$ cat src/rtl/ffi_pkg.sv
// Shared types and width helpers for the feedforward-inhibition gamma scheduler.
// Holds the scheduler state encoding and the count-width function used by every count.
package ffi_pkg;

  typedef enum logic [1:0] {
    IDLE = 2'd0,
    RUN  = 2'd1,
    REST = 2'd2
  } state_t;

  // Bits needed to hold any count from 0 to n inclusive.
  function automatic int cnt_width(input int n);
    return $clog2(n + 1);
  endfunction

endpackage

$ cat src/rtl/ffi_admit.sv
// Admission filter: picks which candidate lines fit the remaining budget (purely combinational).
// FFI_PARTIAL_ADMIT_EN: keep the lowest-index lines that fit; otherwise an oversize step admits nothing.
module ffi_admit
  import ffi_pkg::*;
#(
  parameter int NUM_SPIKES = 8,
  parameter int CW         = cnt_width(NUM_SPIKES)
) (
  input  logic [NUM_SPIKES-1:0] cand,
  input  logic [CW-1:0]         room,
  output logic [NUM_SPIKES-1:0] admit,
  output logic [CW-1:0]         admit_cnt
);

  logic [CW-1:0] n;

  always_comb begin
    n = '0;
    for (int i = 0; i < NUM_SPIKES; i++) begin
      n = n + CW'(cand[i]);
    end
  end

`ifdef FFI_PARTIAL_ADMIT_EN
  logic [CW-1:0] taken;

  always_comb begin
    admit = '0;
    taken = '0;
    if (n <= room) begin
      admit = cand;
    end else begin
      for (int i = 0; i < NUM_SPIKES; i++) begin
        if (cand[i] && (taken < room)) begin
          admit[i] = 1'b1;
          taken    = taken + CW'(1);
        end
      end
    end
  end
`else
  assign admit = (n <= room) ? cand : '0;
`endif

  always_comb begin
    admit_cnt = '0;
    for (int i = 0; i < NUM_SPIKES; i++) begin
      admit_cnt = admit_cnt + CW'(admit[i]);
    end
  end

endmodule

$ cat src/rtl/ffi_gamma_ctrl.sv
// Gamma-cycle FFI scheduler; FFI_PARTIAL_ADMIT_EN selects truncating admission over whole-step rejection.
// spike_out lands 1 cycle after a valid step; no backpressure, every spike_valid in RUN is consumed.
`ifndef FFI_NUM_SPIKES
`define FFI_NUM_SPIKES 8
`endif
`ifndef FFI_MAX_SPIKES
`define FFI_MAX_SPIKES 3
`endif

module ffi_gamma_ctrl
  import ffi_pkg::*;
#(
  parameter int NUM_SPIKES = `FFI_NUM_SPIKES,
  parameter int FFI_MAX    = `FFI_MAX_SPIKES,
  parameter int GAMMA_LEN  = 8,
  parameter int REST_LEN   = 2
) (
  input  logic                               clock,
  input  logic                               reset,
  input  logic                               start,
  input  logic                               spike_valid,
  input  logic [NUM_SPIKES-1:0]              spike_in_l,
  output logic [NUM_SPIKES-1:0]              spike_out,
  output logic                               spike_out_valid,
  output logic [NUM_SPIKES-1:0]              fired,
  output logic [cnt_width(NUM_SPIKES)-1:0]   spike_count,
  output logic                               busy,
  output logic                               done
);

  localparam int CW      = cnt_width(NUM_SPIKES);
  // A budget at or above the line count can never bind, so clamp it to what fits in CW bits.
  localparam int EFF_MAX = (FFI_MAX < NUM_SPIKES) ? FFI_MAX : NUM_SPIKES;
  localparam int SW      = (GAMMA_LEN > 1) ? $clog2(GAMMA_LEN) : 1;
  localparam int RW      = (REST_LEN > 1) ? $clog2(REST_LEN) : 1;

  localparam logic [CW-1:0] MAX_CNT   = CW'(EFF_MAX);
  localparam logic [SW-1:0] STEP_LAST = SW'(GAMMA_LEN - 1);
  localparam logic [RW-1:0] REST_LAST = RW'(REST_LEN - 1);

  state_t                  state_q, state_d;
  logic [SW-1:0]           step_q;
  logic [RW-1:0]           rest_q;
  logic                    start_ok, step_ok, rest_last;
  logic [NUM_SPIKES-1:0]   cand, admit;
  logic [CW-1:0]           room, admit_cnt;

`ifdef FFI_PARTIAL_ADMIT_EN
  assign cand = ~spike_in_l & ~fired;
`else
  // Once a step has been rejected the cycle stays inhibited until the next start.
  logic inhibit_q;
  assign cand = ~spike_in_l & ~fired & {NUM_SPIKES{~inhibit_q}};
`endif

  assign room = MAX_CNT - spike_count;
  assign busy = (state_q != IDLE);

  ffi_admit #(
    .NUM_SPIKES (NUM_SPIKES),
    .CW         (CW)
  ) u_admit (
    .cand      (cand),
    .room      (room),
    .admit     (admit),
    .admit_cnt (admit_cnt)
  );

  always_ff @(posedge clock or posedge reset) begin
    if (reset) begin
      state_q <= IDLE;
    end else begin
      state_q <= state_d;
    end
  end

  always_comb begin
    state_d   = state_q;
    start_ok  = 1'b0;
    step_ok   = 1'b0;
    rest_last = 1'b0;
    case (state_q)
      IDLE: begin
        if (start) begin
          state_d  = RUN;
          start_ok = 1'b1;
        end
      end
      RUN: begin
        if (spike_valid) begin
          step_ok = 1'b1;
          if (step_q == STEP_LAST) begin
            state_d = REST;
          end
        end
      end
      REST: begin
        if (rest_q == REST_LAST) begin
          state_d   = IDLE;
          rest_last = 1'b1;
        end
      end
      default: state_d = IDLE;
    endcase
  end

  always_ff @(posedge clock or posedge reset) begin
    if (reset) begin
      spike_out       <= '0;
      spike_out_valid <= 1'b0;
      fired           <= '0;
      spike_count     <= '0;
      done            <= 1'b0;
      step_q          <= '0;
      rest_q          <= '0;
`ifndef FFI_PARTIAL_ADMIT_EN
      inhibit_q       <= 1'b0;
`endif
    end else begin
      spike_out       <= step_ok ? admit : '0;
      spike_out_valid <= step_ok;
      done            <= rest_last;
      if (start_ok || rest_last) begin
        fired       <= '0;
        spike_count <= '0;
        step_q      <= '0;
        rest_q      <= '0;
`ifndef FFI_PARTIAL_ADMIT_EN
        inhibit_q   <= 1'b0;
`endif
      end else if (step_ok) begin
        fired       <= fired | admit;
        spike_count <= spike_count + admit_cnt;
        step_q      <= step_q + SW'(1);
        rest_q      <= '0;
`ifndef FFI_PARTIAL_ADMIT_EN
        if ((cand != '0) && (admit == '0)) begin
          inhibit_q <= 1'b1;
        end
`endif
      end else if (state_q == REST) begin
        rest_q <= rest_q + RW'(1);
      end
    end
  end

endmodule

$ cat config.mk
export PLATFORM = sky130hd
export DESIGN_NAME = ffi_gamma_ctrl
export DESIGN_NICKNAME = d
export VERILOG_FILES = /design/src/rtl/ffi_pkg.sv /design/src/rtl/ffi_admit.sv /design/src/rtl/ffi_gamma_ctrl.sv
export SDC_FILE = /design/constraint.sdc
export NUM_CORES = 1
export LEC_CHECK = 0
export ABC_AREA = 1
export ABC_CLOCK_PERIOD_IN_PS = 17630
export CAP_MARGIN = 5
export CORE_ASPECT_RATIO = 1.25
export CORE_MARGIN = 2
export CORE_UTILIZATION = 56
export DETAILED_ROUTE_END_ITERATION = 6
export GPL_TIMING_DRIVEN = 1
export PLACE_DENSITY = 0.93
export REMOVE_ABC_BUFFERS = 1
export SYNTH_ARGS = -nofsm -noshare
export SYNTH_HDL_FRONTEND = slang
export SYNTH_HIERARCHICAL = 1
export SYNTH_SLANG_ARGS = --single-unit
$ cat constraint.sdc
create_clock -name clock -period 17.63 [get_ports clock]
set_input_delay 4.4075 -clock clock [delete_from_list [all_inputs] [get_ports clock]]
set_output_delay 4.4075 -clock clock [all_outputs]
set_load 0.05 [all_outputs]
Word-level counts from Yosys, hierarchy flattened

Cells that the tools add are included.
W data, S select, Z words.

Add/sub/neg operators: 18
$mul: 0
Div/mod/pow operators: 0
Order comparisons: 1
Equal/unequal tests: 7
Shift operators: 0
Multiplexer cells: 25
Bitwise logic cells: 6
Reductions and logical operators: 11

Operators by type and width:

| kind                  | number |
|---|---|
| $add A4 B1 Y4         | 12 |
| $mux W8               | 4 |
| $and A8 B8 Y8         | 2 |
| $not A8 Y8            | 2 |
| $mux W1               | 12 |
| $logic_not A8 Y1      | 1 |
| $mux W2               | 4 |
| $mux W4               | 2 |
| $ne A2 B2 Y1 const B  | 4 |
| $or A8 B8 Y8          | 1 |
| $reduce_bool A8 Y1    | 1 |
| $mux W3               | 2 |
| $pmux W2 S3           | 1 |
| $reduce_bool A2 Y1    | 3 |
| $add A1 B1 Y2         | 2 |
| $add A4 B4 Y4         | 1 |
| $le A4 B4 Y1          | 1 |
| $reduce_and A4 Y1     | 1 |
| $sub A2 B4 Y4 const A | 1 |
| $add A3 B1 Y3 const B | 1 |
| $eq A3 B3 Y1 const B  | 1 |
| $reduce_bool A3 Y1    | 1 |
| $eq A2 B1 Y1 const B  | 1 |
| $eq A2 B2 Y1 const B  | 1 |
| 6 further kinds       | 6 |

Register bits after elaboration: 29
Bits in latches: 0
Memory bits (writable): 0
Memory bits (read-only): 0
Input bits: 12
Output and inout port bits: 23
Logic and storage cells: 77
Memories kept: 0

Longest topological paths before layout

Depth after elaboration: 22
Gate-level depth with buffers: 32
Mapped depth without buffers: 32

Hierarchy

Netlist, hierarchy kept.

By module, submodules not included:

| module         | instances | cells each | area each (um^2) | sequential area each (um^2) |
|---|---|---|---|---|
| ffi_gamma_ctrl | 1         | 151        | 1370.1           | 725.7 |
| ffi_admit      | 1         | 76         | 558.0            | 0.0 |

Worst setup path after synthesis

No wires, ideal clock.

Kind: input-to-reg
Start point: in spike_in_l[0]
End point: reg spike_count[3]
Setup time: 0.127 ns
Data arrival time: 10.386 ns
Required time: 17.503 ns
Setup slack: 7.116 ns
Cell stages on the path: 32
Path buffers: 0
Cell sequence: nor2_1 nand2_1 inv_1 inv_1 fa_1 fa_1 fa_1 inv_1 ha_1 inv_1 fa_1 inv_1 ha_1 nand2_1 nand2_1 nand2_2 nand2_4 nand2_4 nand2_1 fa_1 fa_1 inv_1 fa_1 ha_1 inv_1 fa_1 xnor2_1 ha_1 a21oi_1 nand3_1 nand2_1 o22ai_1

Longest elaborated chain between the ends: 22

RTL lines:

| item                           | line                  | RTL |
|---|---|---|
| start: declaration             | ffi_gamma_ctrl.sv:22  | `input logic [NUM_SPIKES-1:0] spike_in_l,` |
| $not A8 Y8 (*)                 | ffi_gamma_ctrl.sv:53  | `assign cand = ~spike_in_l & ~fired & {NUM_SPIKES{~inhibit_q}};` |
| $and A8 B8 Y8 (*) (2 in a row) | ffi_gamma_ctrl.sv:53  |  |
| via cand[0]                    | ffi_gamma_ctrl.sv:45  | `logic [NUM_SPIKES-1:0] cand, admit;` |
| $add A1 B1 Y2                  | ffi_admit.sv:20       | `n = n + CW'(cand[i]);` |
| $add A4 B1 Y4 (6 in a row)     | ffi_admit.sv:20       |  |
| $le A4 B4 Y1                   | ffi_admit.sv:42       | `assign admit = (n <= room) ? cand : '0;` |
| $mux W8 (*)                    | ffi_admit.sv:42       |  |
| $add A1 B1 Y2                  | ffi_admit.sv:48       | `admit_cnt = admit_cnt + CW'(admit[i]);` |
| $add A4 B1 Y4 (5 in a row)     | ffi_admit.sv:48       |  |
| $add A4 B1 Y4 (*)              | ffi_admit.sv:48       |  |
| via admit_cnt[2]               | ffi_gamma_ctrl.sv:46  | `logic [CW-1:0] room, admit_cnt;` |
| $add A4 B4 Y4 (*)              | ffi_gamma_ctrl.sv:133 | `spike_count <= spike_count + admit_cnt;` |
| $mux W4 (*)                    | ffi_gamma_ctrl.sv:131 | `end else if (step_ok) begin` |
| $mux W4 (*)                    | ffi_gamma_ctrl.sv:123 | `if (start_ok \|\| rest_last) begin` |
| end signal: assignment         | ffi_gamma_ctrl.sv:133 |  |
| end: declaration               | ffi_gamma_ctrl.sv:26  | `output logic [cnt_width(NUM_SPIKES)-1:0] spike_count,` |

Mark *: on every way through the listed nets, which the timed path passes. The rest lies on a longest branch. The select of a mux whose other input is x is not followed.
A chain may end at the register's enable or synchronous reset.

Final worst setup path

Start point: in spike_in_l[1]
End point: reg spike_count[3]

The elaborated chain is that of the path after synthesis.

==> impl_results.md <==
* Status: complete, no violations
* Met2 routed wirelength at 2.04 mm
* PortBufs at 34
* Vias in the first global route at 1,612
* Crit path from: spike_in_l[1]
* DPL Wire Length at 2.93 mm
* Worst EP arrival at 11.31 ns
* DIE WIDTH at 56.5 µm
* Prevailing post-synth register cell: dfrtp_1
* Max Clock Freq at 89.8 MHz
* Post-synth EDFFs at 0
* Number of CTS-inserted buffers at 5
* Drt drc at 0
* Hold path startpoint: step_q[0]$_DFFE_PP0P_
* Largest net degree at the start of global routing at 30
* Grt ovf at 0
* Cell Area, Synth at 1930 µm²
* First-pass GRT wire length at 6.87 mm
* Detail Route Antenna Nets at 0
* Via/cell ratio at 5.12
* Core Box Area at 3250 µm²
* Metal-1 WL at 1.49 mm
* DR iter-0 viols at 60
* Reg2reg setup slack at 10.50 ns
* Metal3 WL at 192 µm
* CP Capture Type: register
* Layout Nets at 302
* Req. time, crit path at 17.80 ns
* Max-cap violations at 0
* Final setup fails at 0
* Fill cell count at 238
* Setup_tns at 0 ns
* GRT Overall Usage at 0.228
* Post-synth ARST share at 1.00
* Yosys reg bits at 29
* Min Clock Period, post-route at 11.14 ns
* Top Metal Used: met4
* CTS tree: built
* Mapped Cells at 227
* Crit-path most repeated cell: fa_1
* Max FO, Critical Path at 9
* Post-CTS Setup Bufs at 0
* Skew-Pair Late Insertion Delay at 0.29 ns
* Dpl cells at 296
* Initial antenna violation count at 0
* DRT Pass-1 Iters at 4
* Final hold vios at 0
* Clock transition at the registers of the reported paths at 0.06 ns
* Yosys warnings at 6
* CTS root buffer: clkbuf_8
* Final Cycle Share at 0.632
* Clock buffer depth at 2
* Die height at 69.6 µm
* Reg-to-Reg Start: inhibit_q$_DFFE_PP0P_
* Layout Cells excl Fill at 304
* Die ar. at 3930 µm²
* Share of post-route cells with drive strength above 1 at 0.0936
* Fin Clk Skew at 0.00355 ns
* Cts hold-fix bufs at 0
* Post-CTS sizing at 0
* Via count at 1,556
* CP max-delay cell: fa_1
* Clock tree sinks at 29
* Boundary Pins at 35
* ANT cells at 0
* Register area share after synthesis at 0.376
* Final Util at 0.735
* Routed WL at 3.83 mm
* Crit path launch type: input port
* RSZ-0062 raised after global routing: no
* Hold/Removal Path Class: reg2reg
* Largest stage delay on the critical path at 0.51 ns
* Max Slew Vio Count at 0
* Syn-to-layout area delta at 23.9%
* Kind of critical path: in2reg
* DR WL/cell at 12.6 µm
* Crit path max-delay family: adder cells
* Measured slew at the worst slew-check pin at 1.06 ns
* Rows at 23
* Syn avg cell area at 8.49 µm²
* Htree depth at 2
* Slew HR at 0.290
* Final Wtd Congestion at 0.913
* Post-synth cell types at 25
* Initial core utilization at 0.593
* Buffer and inverter count on the worst path at 8
==> layout by cell type, fill, tap and decap left out, drive strengths merged <==
cell type      instances
nor2                  18
o21ba                  2
clkbuf                 7
nor3                   1
ha                    15
nand2                 48
o21ai                  4
o22ai                  2
inv                   63
xnor2                  4
fa                     9
mux2i                  1
o2bb2ai                1
xor2                   1
nand3                  8
a21oi                 19
dfrtp                 29
clkdlybuf4s50         34
clkinv                 1
==> metrics by stage <==
step / area [µm²] / worst slack [ns] / hold WS [ns]
after floorplan: 1900 / 7.12 / 0.447
after global placement: 2290 / 6.51 / 0.456
after detailed placement: 2290 / 6.29 / 0.491
after CTS: 2390 / 6.52 / 0.499
after global routing: 2390 / 6.16 / 0.515
final: 2390 / 6.49 / 0.498
==> cell usage after synthesis, drive strengths merged (2+ instances only) <==
cell type  instances  area, µm²
inv               63        239
nand2             48        220
dfrtp             29        726
a21oi             19       95.1
nor2              18       75.1
ha                15        188
fa                 9        180
nand3              8       57.6
o21ai              4       20.0
xnor2              4       35.0
buf                2       27.5
o21ba              2       20.0
o22ai              2       12.5
==> worst paths after layout <==
path	endpoint	cells after the start
worst max register to register	spike_count[3]$_DFFE_PP0P_	32
worst min register to register	step_q[0]$_DFFE_PP0P_	1
max in group asynchronous	state_q[0]$_DFFE_PP0P_	2
worst min-delay path	step_q[0]$_DFFE_PP0P_	1
worst max-delay path	spike_count[3]$_DFFE_PP0P_	33
min in group asynchronous	spike_out[6]$_DFF_PP0_	2
==> state kept, by name, indices dropped and copies added, names as in the netlist <==
register,cells
done,1
fired,8
inhibit_q,1
rest_q,1
spike_count,4
spike_out,8
spike_out_valid,1
state_q,2
step_q,3
==> final cells by class <==
| type | count | area, µm² | area share |
|---|---|---|---|
| multi-input cells | 133 | 936 | 0.392 |
| repair buffers | 34 | 340 | 0.142 |
| clock buffers | 7 | 96.3 | 0.0403 |
| flip-flops and latches | 29 | 726 | 0.304 |
| clock inverters | 1 | 5.00 | 0.00210 |
| inverters | 63 | 239 | 0.100 |
| well taps | 37 | 46.3 | 0.0194 |
==> worst reg2reg max path: cells and delay by family (launching register included) <==
family / cells / cell delay, ns
flip-flops: 1 / 0.39
AND/OR/NAND/NOR: 9 / 0.81
adder cells (fa/ha/maj): 12 / 4.71
buffers and inverters: 8 / 0.69
AO/OA/AOI/OAI: 2 / 0.27
XOR/XNOR: 1 / 0.15
==> layer usage <==
metal	vias to the layer above	track usage
met5	-	0
met4	0	0.135
met3	11	0.0653
met2	51	0.379
met1	733	0.253
li1	761	-
==> cells by family (layout without fill, tap and decap cells) <==
family	after synthesis	count (layout)	share of synthesized area
compound gates	28	28	0.0811
xor+xnor	5	5	0.0227
fa+ha+maj	24	24	0.191
buf+inv	65	105	0.138
flops	29	29	0.376
mux	1	1	0.00519
simple gates	75	75	0.186
Power is not shown: default switching activity piles up to over one toggle a cycle in this logic, so the estimate is an artifact.
